File: src/rtl/iob_uart_loopback_sub.sv
// iob_uart_loopback_sub: IOb subordinate with UART CSR model and internal TX->RX loopback (ports: clk_i, arst_i active-low, cke_i, iob_valid/addr/wdata/wstrb in, iob_ready/rvalid/rdata out)
module iob_uart_loopback_sub #(
  parameter int ADDR_W = 4,
  parameter int DATA_W = 32,
  parameter int FIFO_DEPTH = 4
) (
  input  logic                clk_i,
  input  logic                arst_i,
  input  logic                cke_i,
  input  logic                iob_valid_i,
  input  logic [ADDR_W-1:0]   iob_addr_i,
  input  logic [DATA_W-1:0]   iob_wdata_i,
  input  logic [DATA_W/8-1:0] iob_wstrb_i,
  output logic                iob_ready_o,
  output logic                iob_rvalid_o,
  output logic [DATA_W-1:0]   iob_rdata_o
);
  localparam int AW = $clog2(FIFO_DEPTH);
  localparam logic [ADDR_W-3:0] W_CTL = (ADDR_W-2)'(0);
  localparam logic [ADDR_W-3:0] W_TX = (ADDR_W-2)'(1);
  localparam logic [ADDR_W-3:0] W_RX = (ADDR_W-2)'(2);
  typedef enum logic {IDLE, SEND} state_t;
  state_t state;
  logic rst_done, soft_rst, tx_en, rx_en, overrun;
  logic [15:0] div, div_eff;
  logic [19:0] cnt, load;
  logic [7:0] tx_byte;
  logic [7:0] mem [FIFO_DEPTH];
  logic [AW-1:0] wptr, rptr;
  logic [AW:0] occ;
  logic acc, wr, rd, wr_ctl, wr_tx, rd_rx, tx_ready, sr_nxt, full, empty, done, push, drop, pop;
  logic [ADDR_W-3:0] word;
  logic [DATA_W-1:0] rdata_c;
  logic unused_bits;
  assign unused_bits = ^{iob_addr_i[1:0], iob_wdata_i[15:9]};
  assign iob_ready_o = rst_done & cke_i;
  assign acc = iob_valid_i & iob_ready_o;
  assign wr = acc & |iob_wstrb_i;
  assign rd = acc & ~|iob_wstrb_i;
  assign word = iob_addr_i[ADDR_W-1:2];
  assign wr_ctl = wr & (word == W_CTL);
  assign wr_tx = wr & (word == W_TX);
  assign rd_rx = rd & (word == W_RX);
  assign tx_ready = tx_en & ~soft_rst & (state == IDLE);
  // a soft-reset write takes effect on its own accepting edge, so a frame finishing there is aborted
  assign sr_nxt = (wr_ctl & iob_wstrb_i[0]) ? iob_wdata_i[0] : soft_rst;
  assign full = occ == (AW+1)'(FIFO_DEPTH);
  assign empty = occ == '0;
  assign done = (state == SEND) & (cnt == 20'd1);
  assign push = done & rx_en & ~full & ~sr_nxt;
  assign drop = done & ~(rx_en & ~full) & ~sr_nxt;
  assign pop = rd_rx & ~empty;
  assign div_eff = (div == 16'd0) ? 16'd1 : div;
  assign load = ({4'b0, div_eff} << 3) + ({4'b0, div_eff} << 1);
  assign rdata_c = (word == W_TX) ? {7'b0, ~empty, 7'b0, tx_ready, 16'b0} :
                   (word == W_RX) ? {23'b0, overrun, empty ? 8'h00 : mem[rptr]} : '0;
  always_ff @(posedge clk_i)
    if (cke_i & push) mem[wptr] <= tx_byte;
  always_ff @(posedge clk_i or negedge arst_i)
    if (!arst_i) begin
      rst_done <= 1'b0;
      iob_rvalid_o <= 1'b0;
      iob_rdata_o <= '0;
      soft_rst <= 1'b0;
      tx_en <= 1'b0;
      rx_en <= 1'b0;
      div <= '0;
      state <= IDLE;
      cnt <= '0;
      tx_byte <= '0;
      wptr <= '0;
      rptr <= '0;
      occ <= '0;
      overrun <= 1'b0;
    end else begin
      rst_done <= 1'b1;
      if (cke_i) begin
        iob_rvalid_o <= rd;
        if (rd) iob_rdata_o <= rdata_c;
        soft_rst <= sr_nxt;
        if (wr_ctl & iob_wstrb_i[1]) tx_en <= iob_wdata_i[8];
        if (wr_ctl & iob_wstrb_i[2]) div[7:0] <= iob_wdata_i[23:16];
        if (wr_ctl & iob_wstrb_i[3]) div[15:8] <= iob_wdata_i[31:24];
        if (wr_tx & iob_wstrb_i[1]) rx_en <= iob_wdata_i[8];
        if (sr_nxt) state <= IDLE;
        else if (wr_tx & iob_wstrb_i[0] & tx_ready) begin
          tx_byte <= iob_wdata_i[7:0];
          cnt <= load;
          state <= SEND;
        end else if (state == SEND) begin
          cnt <= cnt - 20'd1;
          if (cnt == 20'd1) state <= IDLE;
        end
        if (sr_nxt) begin
          wptr <= '0;
          rptr <= '0;
          occ <= '0;
          overrun <= 1'b0;
        end else begin
          if (push) wptr <= wptr + AW'(1);
          if (pop) rptr <= rptr + AW'(1);
          occ <= occ + (AW+1)'(push) - (AW+1)'(pop);
          if (drop) overrun <= 1'b1;
        end
      end
    end
endmodule
File: config.mk
export PLATFORM = sky130hd
export DESIGN_NAME = iob_uart_loopback_sub
export DESIGN_NICKNAME = d
export VERILOG_FILES = /design/src/rtl/iob_uart_loopback_sub.sv
export SDC_FILE = /design/constraint.sdc
export NUM_CORES = 1
export LEC_CHECK = 0
export BUFFER_PORTS_ARGS = -buffer_cell sky130_fd_sc_hd__buf_2
export CAP_MARGIN = 20
export CORE_UTILIZATION = 55
export CTS_CLUSTER_SIZE = 20
export DETAILED_ROUTE_END_ITERATION = 6
export GPL_TIMING_DRIVEN = 1
export MAX_ROUTING_LAYER = met4
export PLACE_DENSITY = 0.77
export SKIP_CTS_REPAIR_TIMING = 1
export SLEW_MARGIN = 20
export SYNTH_ARGS = -nofsm -noshare
export SYNTH_HDL_FRONTEND = slang
export SYNTH_SLANG_ARGS = --single-unit
File: constraint.sdc
create_clock -name clk_i -period 3.7 [get_ports clk_i]
set_input_delay 0.185 -clock clk_i [delete_from_list [all_inputs] [get_ports clk_i]]
set_output_delay 0.185 -clock clk_i [all_outputs]
set_load 0.05 [all_outputs]
==> out/results.txt <==
GRT Overall Usage - 22.9%
mean post-synth cell area - 10.6 µm²
total chip power - 3.10 mW
ranking of synthesized cells by area - dfrtp_1, edfxtp_1, mux2_2
Syn Std Cell Area - 5510 µm²
hpwl dp - 7.50 mm
WP data arrival - 3.68 ns
CTS tree - done
FP Rows - 36
Hold Path Class - primary input to register
Clk Tree Root Cell - clkbuf_8
crit end category - register
Main synth FF type - dfrtp_1
vias in the first global route - 3705
drt via density - 5.53
Area Growth Syn to Fin - 8.72%
CP peak stage delay - 0.51 ns
Clock Latency Late Sink - 0.37 ns
CP Launch Type - register
TritonCTS buffer count - 9
# IOs - 78
DRC errors left - 1
Vias - 3805
total internal power - 2.00 mW
Setup Viol. Count Final - 0
Antenna Cells - 0
final net count - 614
Port Buffers - 47
Initial DRT Pass Iterations - 7
Yosys top cell by area - dfrtp_1
Die Footprint - 10400 µm²
layout cells sized above 1 - 19.8%
Final Max Tran Viols - 0
total grt overflow - 0
async set-reset flop share out of synthesis - 68.3%
post-synthesis sequential area ratio - 48.8%
area share of the leading cell type in the synthesized netlist - 31.3%
P per Cell Area - 517 nW/µm²
Reg clk slew, reported paths - 0.11 ns
count leader, synth - dfrtp_1
DIE HEIGHT - 102 µm
Hold Slack - 0.00287 ns
Distinct cells, synth - 60
placed instance area - 5760 µm²
WL/cell - 15.5 µm
Clock Skews - 0.0166 ns
Routed Antenna Nets - 0
core box area - 9730 µm²
Post-Syn Instances - 519
Multi-input gate area - 2530 µm²
Synth top cells by count - dfrtp_1, nand2_1, edfxtp_1
#FFs+latches synth - 101
Final Wtd Congestion - 0.888
chip width - 102 µm
crit-path max FO - 12
Setup Crit Path Kind - register to register
status - complete, but fails checks
largest net degree at the start of global routing - 48
Max Fclk - 289 MHz
minimum clock period - 3.46 ns
setup tns final - 0 ns
Critical Path RT - 3.92 ns
final WL - 10.6 mm
Max-Slew Margin vs Limit - 38.5%
P_leak - 2.63 nW
switching power - 1.10 mW
switching share of total power - 35.4%
clk sinks - 101
clock group share of total power - 24.5%
first-pass GRT wire length - 17.5 mm
period utilisation layout - 93.5%
Fin. Hold Viols - 0
Initial Utilization - 56.6%
Max Buffers Root-to-Sink - 2
Worst-Margin Slew - 0.922 ns
Filler cells - 794
sequential share of power - 47.2%
Sequential Area - 2690 µm²
unrepaired setup endpoints after global routing - false
peak supply drop - 0.000278 V
H-tree Lvls - 3
EDFF count, synth - 32
slowest cell on the critical path - dfrtp_1
design area - 5990 µm²
number of antenna violations at the first check in global routing - 0
synth warn - 0
part of the power in combinational logic - 28.3%
Critical Path, Cell by Cell - or2_2 -> nor2_1 -> a41o_1 -> ha_1 -> inv_1 -> fa_1 -> nor2b_1 -> o21ai_0 -> a21oi_1 -> o31ai_1 -> o21ai_0 -> xnor2_1 -> a21oi_1
# Max-Cap Violations - 0
failing checks - DRC
DR iter-0 viols - 179
stage by stage:
stage | worst slack [ns] | std cells | utilization, %
after floorplan | 0.687 | 539 | -
after global placement | 0.485 | 671 | 59.2
after detailed placement | 0.377 | 671 | 59.2
after CTS | 0.281 | 687 | 61.4
after global routing | 0.0867 | 688 | 61.6
final | 0.240 | 688 | 61.6
power groups by stage:
| stage | combinational (mW) | clock [mW] | sequential, mW |
|---|---|---|---|
| 4_1_cts | 0.872 | 0.771 | 1.46 |
| 5_1_grt | 0.970 | 0.821 | 1.49 |
| 6_report | 0.877 | 0.758 | 1.46 |
| 2_1_floorplan | 0.731 | 0 | 1.43 |
| 3_3_place_gp | 0.828 | 0 | 1.47 |
| 3_5_place_dp | 0.861 | 0 | 1.48 |
state kept, by name, indices dropped and copies added (netlist names), 2 cells and up:
| register | cells |
|---|---|
| mem | 32 |
| cnt | 20 |
| div | 16 |
| iob_rdata_o | 11 |
| tx_byte | 8 |
| occ | 3 |
| rptr | 2 |
| wptr | 2 |
cell families after synthesis:
group                      count (synthesis)  synth area share (%)
DFF                                      101                  48.8
adders and majority gates                 21                  5.00
and+or+nand+nor                          165                  15.2
xor gates and xnor gates                  39                  6.20
muxes                                     32                  8.34
other                                      2                 0.136
AOI/OAI and AO/OA                         84                  9.61
buffers and inverters                     75                  6.75
metal layers:
metal / track usage, % / routed length, µm / up-vias
met3: 3.97 / 511 / 7
met1: 26.6 / 4440 / 1846
met2: 40.4 / 5570 / 116
li1: - / - / 1836
met4: 7.03 / 108 / 0
met5: - / 0 / -
area by class of cell:
type / instances / area share, %
Clock buffer: 9 / 2.07
Clock inverter: 7 / 1.63
Inverter: 18 / 1.13
Multi-Input combinational cell: 363 / 42.3
Sequential cell: 101 / 44.9
Tap cell: 133 / 2.78
Timing Repair Buffer: 57 / 5.26
worst max-delay path: cells and delay by family (launching register included):
kind | cells | cell delay, ns
xor gates and xnor gates | 1 | 0.15
adders and majority gates | 2 | 0.60
DFF | 1 | 0.51
AOI/OAI and AO/OA | 6 | 1.19
buffers and inverters | 1 | 0.06
and+or+nand+nor | 3 | 0.82
final timing paths:
path	start	endpoint	slack (ns)	depth (start not counted)
worst max-delay path	div[4]	cnt[9]	0.24	13
worst min-delay path	iob_wdata_i[3]	tx_byte[3]	0.003	3
worst max register to register	div[4]	cnt[9]	0.24	13
worst min register to register	iob_rdata_o[24]	iob_rdata_o[24]	0.49	2
max in group asynchronous	arst_i	div[2]	2.71	3
min in group asynchronous	arst_i	iob_rdata_o[4]	0.35	2
cell usage in the layout, fill, tap and decap left out, drive strengths merged, types with 9 or more instances in the layout:
master / instances
nand3: 14
dfrtp: 69
nand2: 61
buf: 56
edfxtp: 32
clkbuf: 9
o21ai: 32
mux2: 21
inv: 21
nor2: 26
and2: 10
xor2: 16
nor3: 13
ha: 18
a21oi: 19
xnor2: 23
nor4: 9
conb: 22
Note: power is estimated with default switching activity, not from simulation.
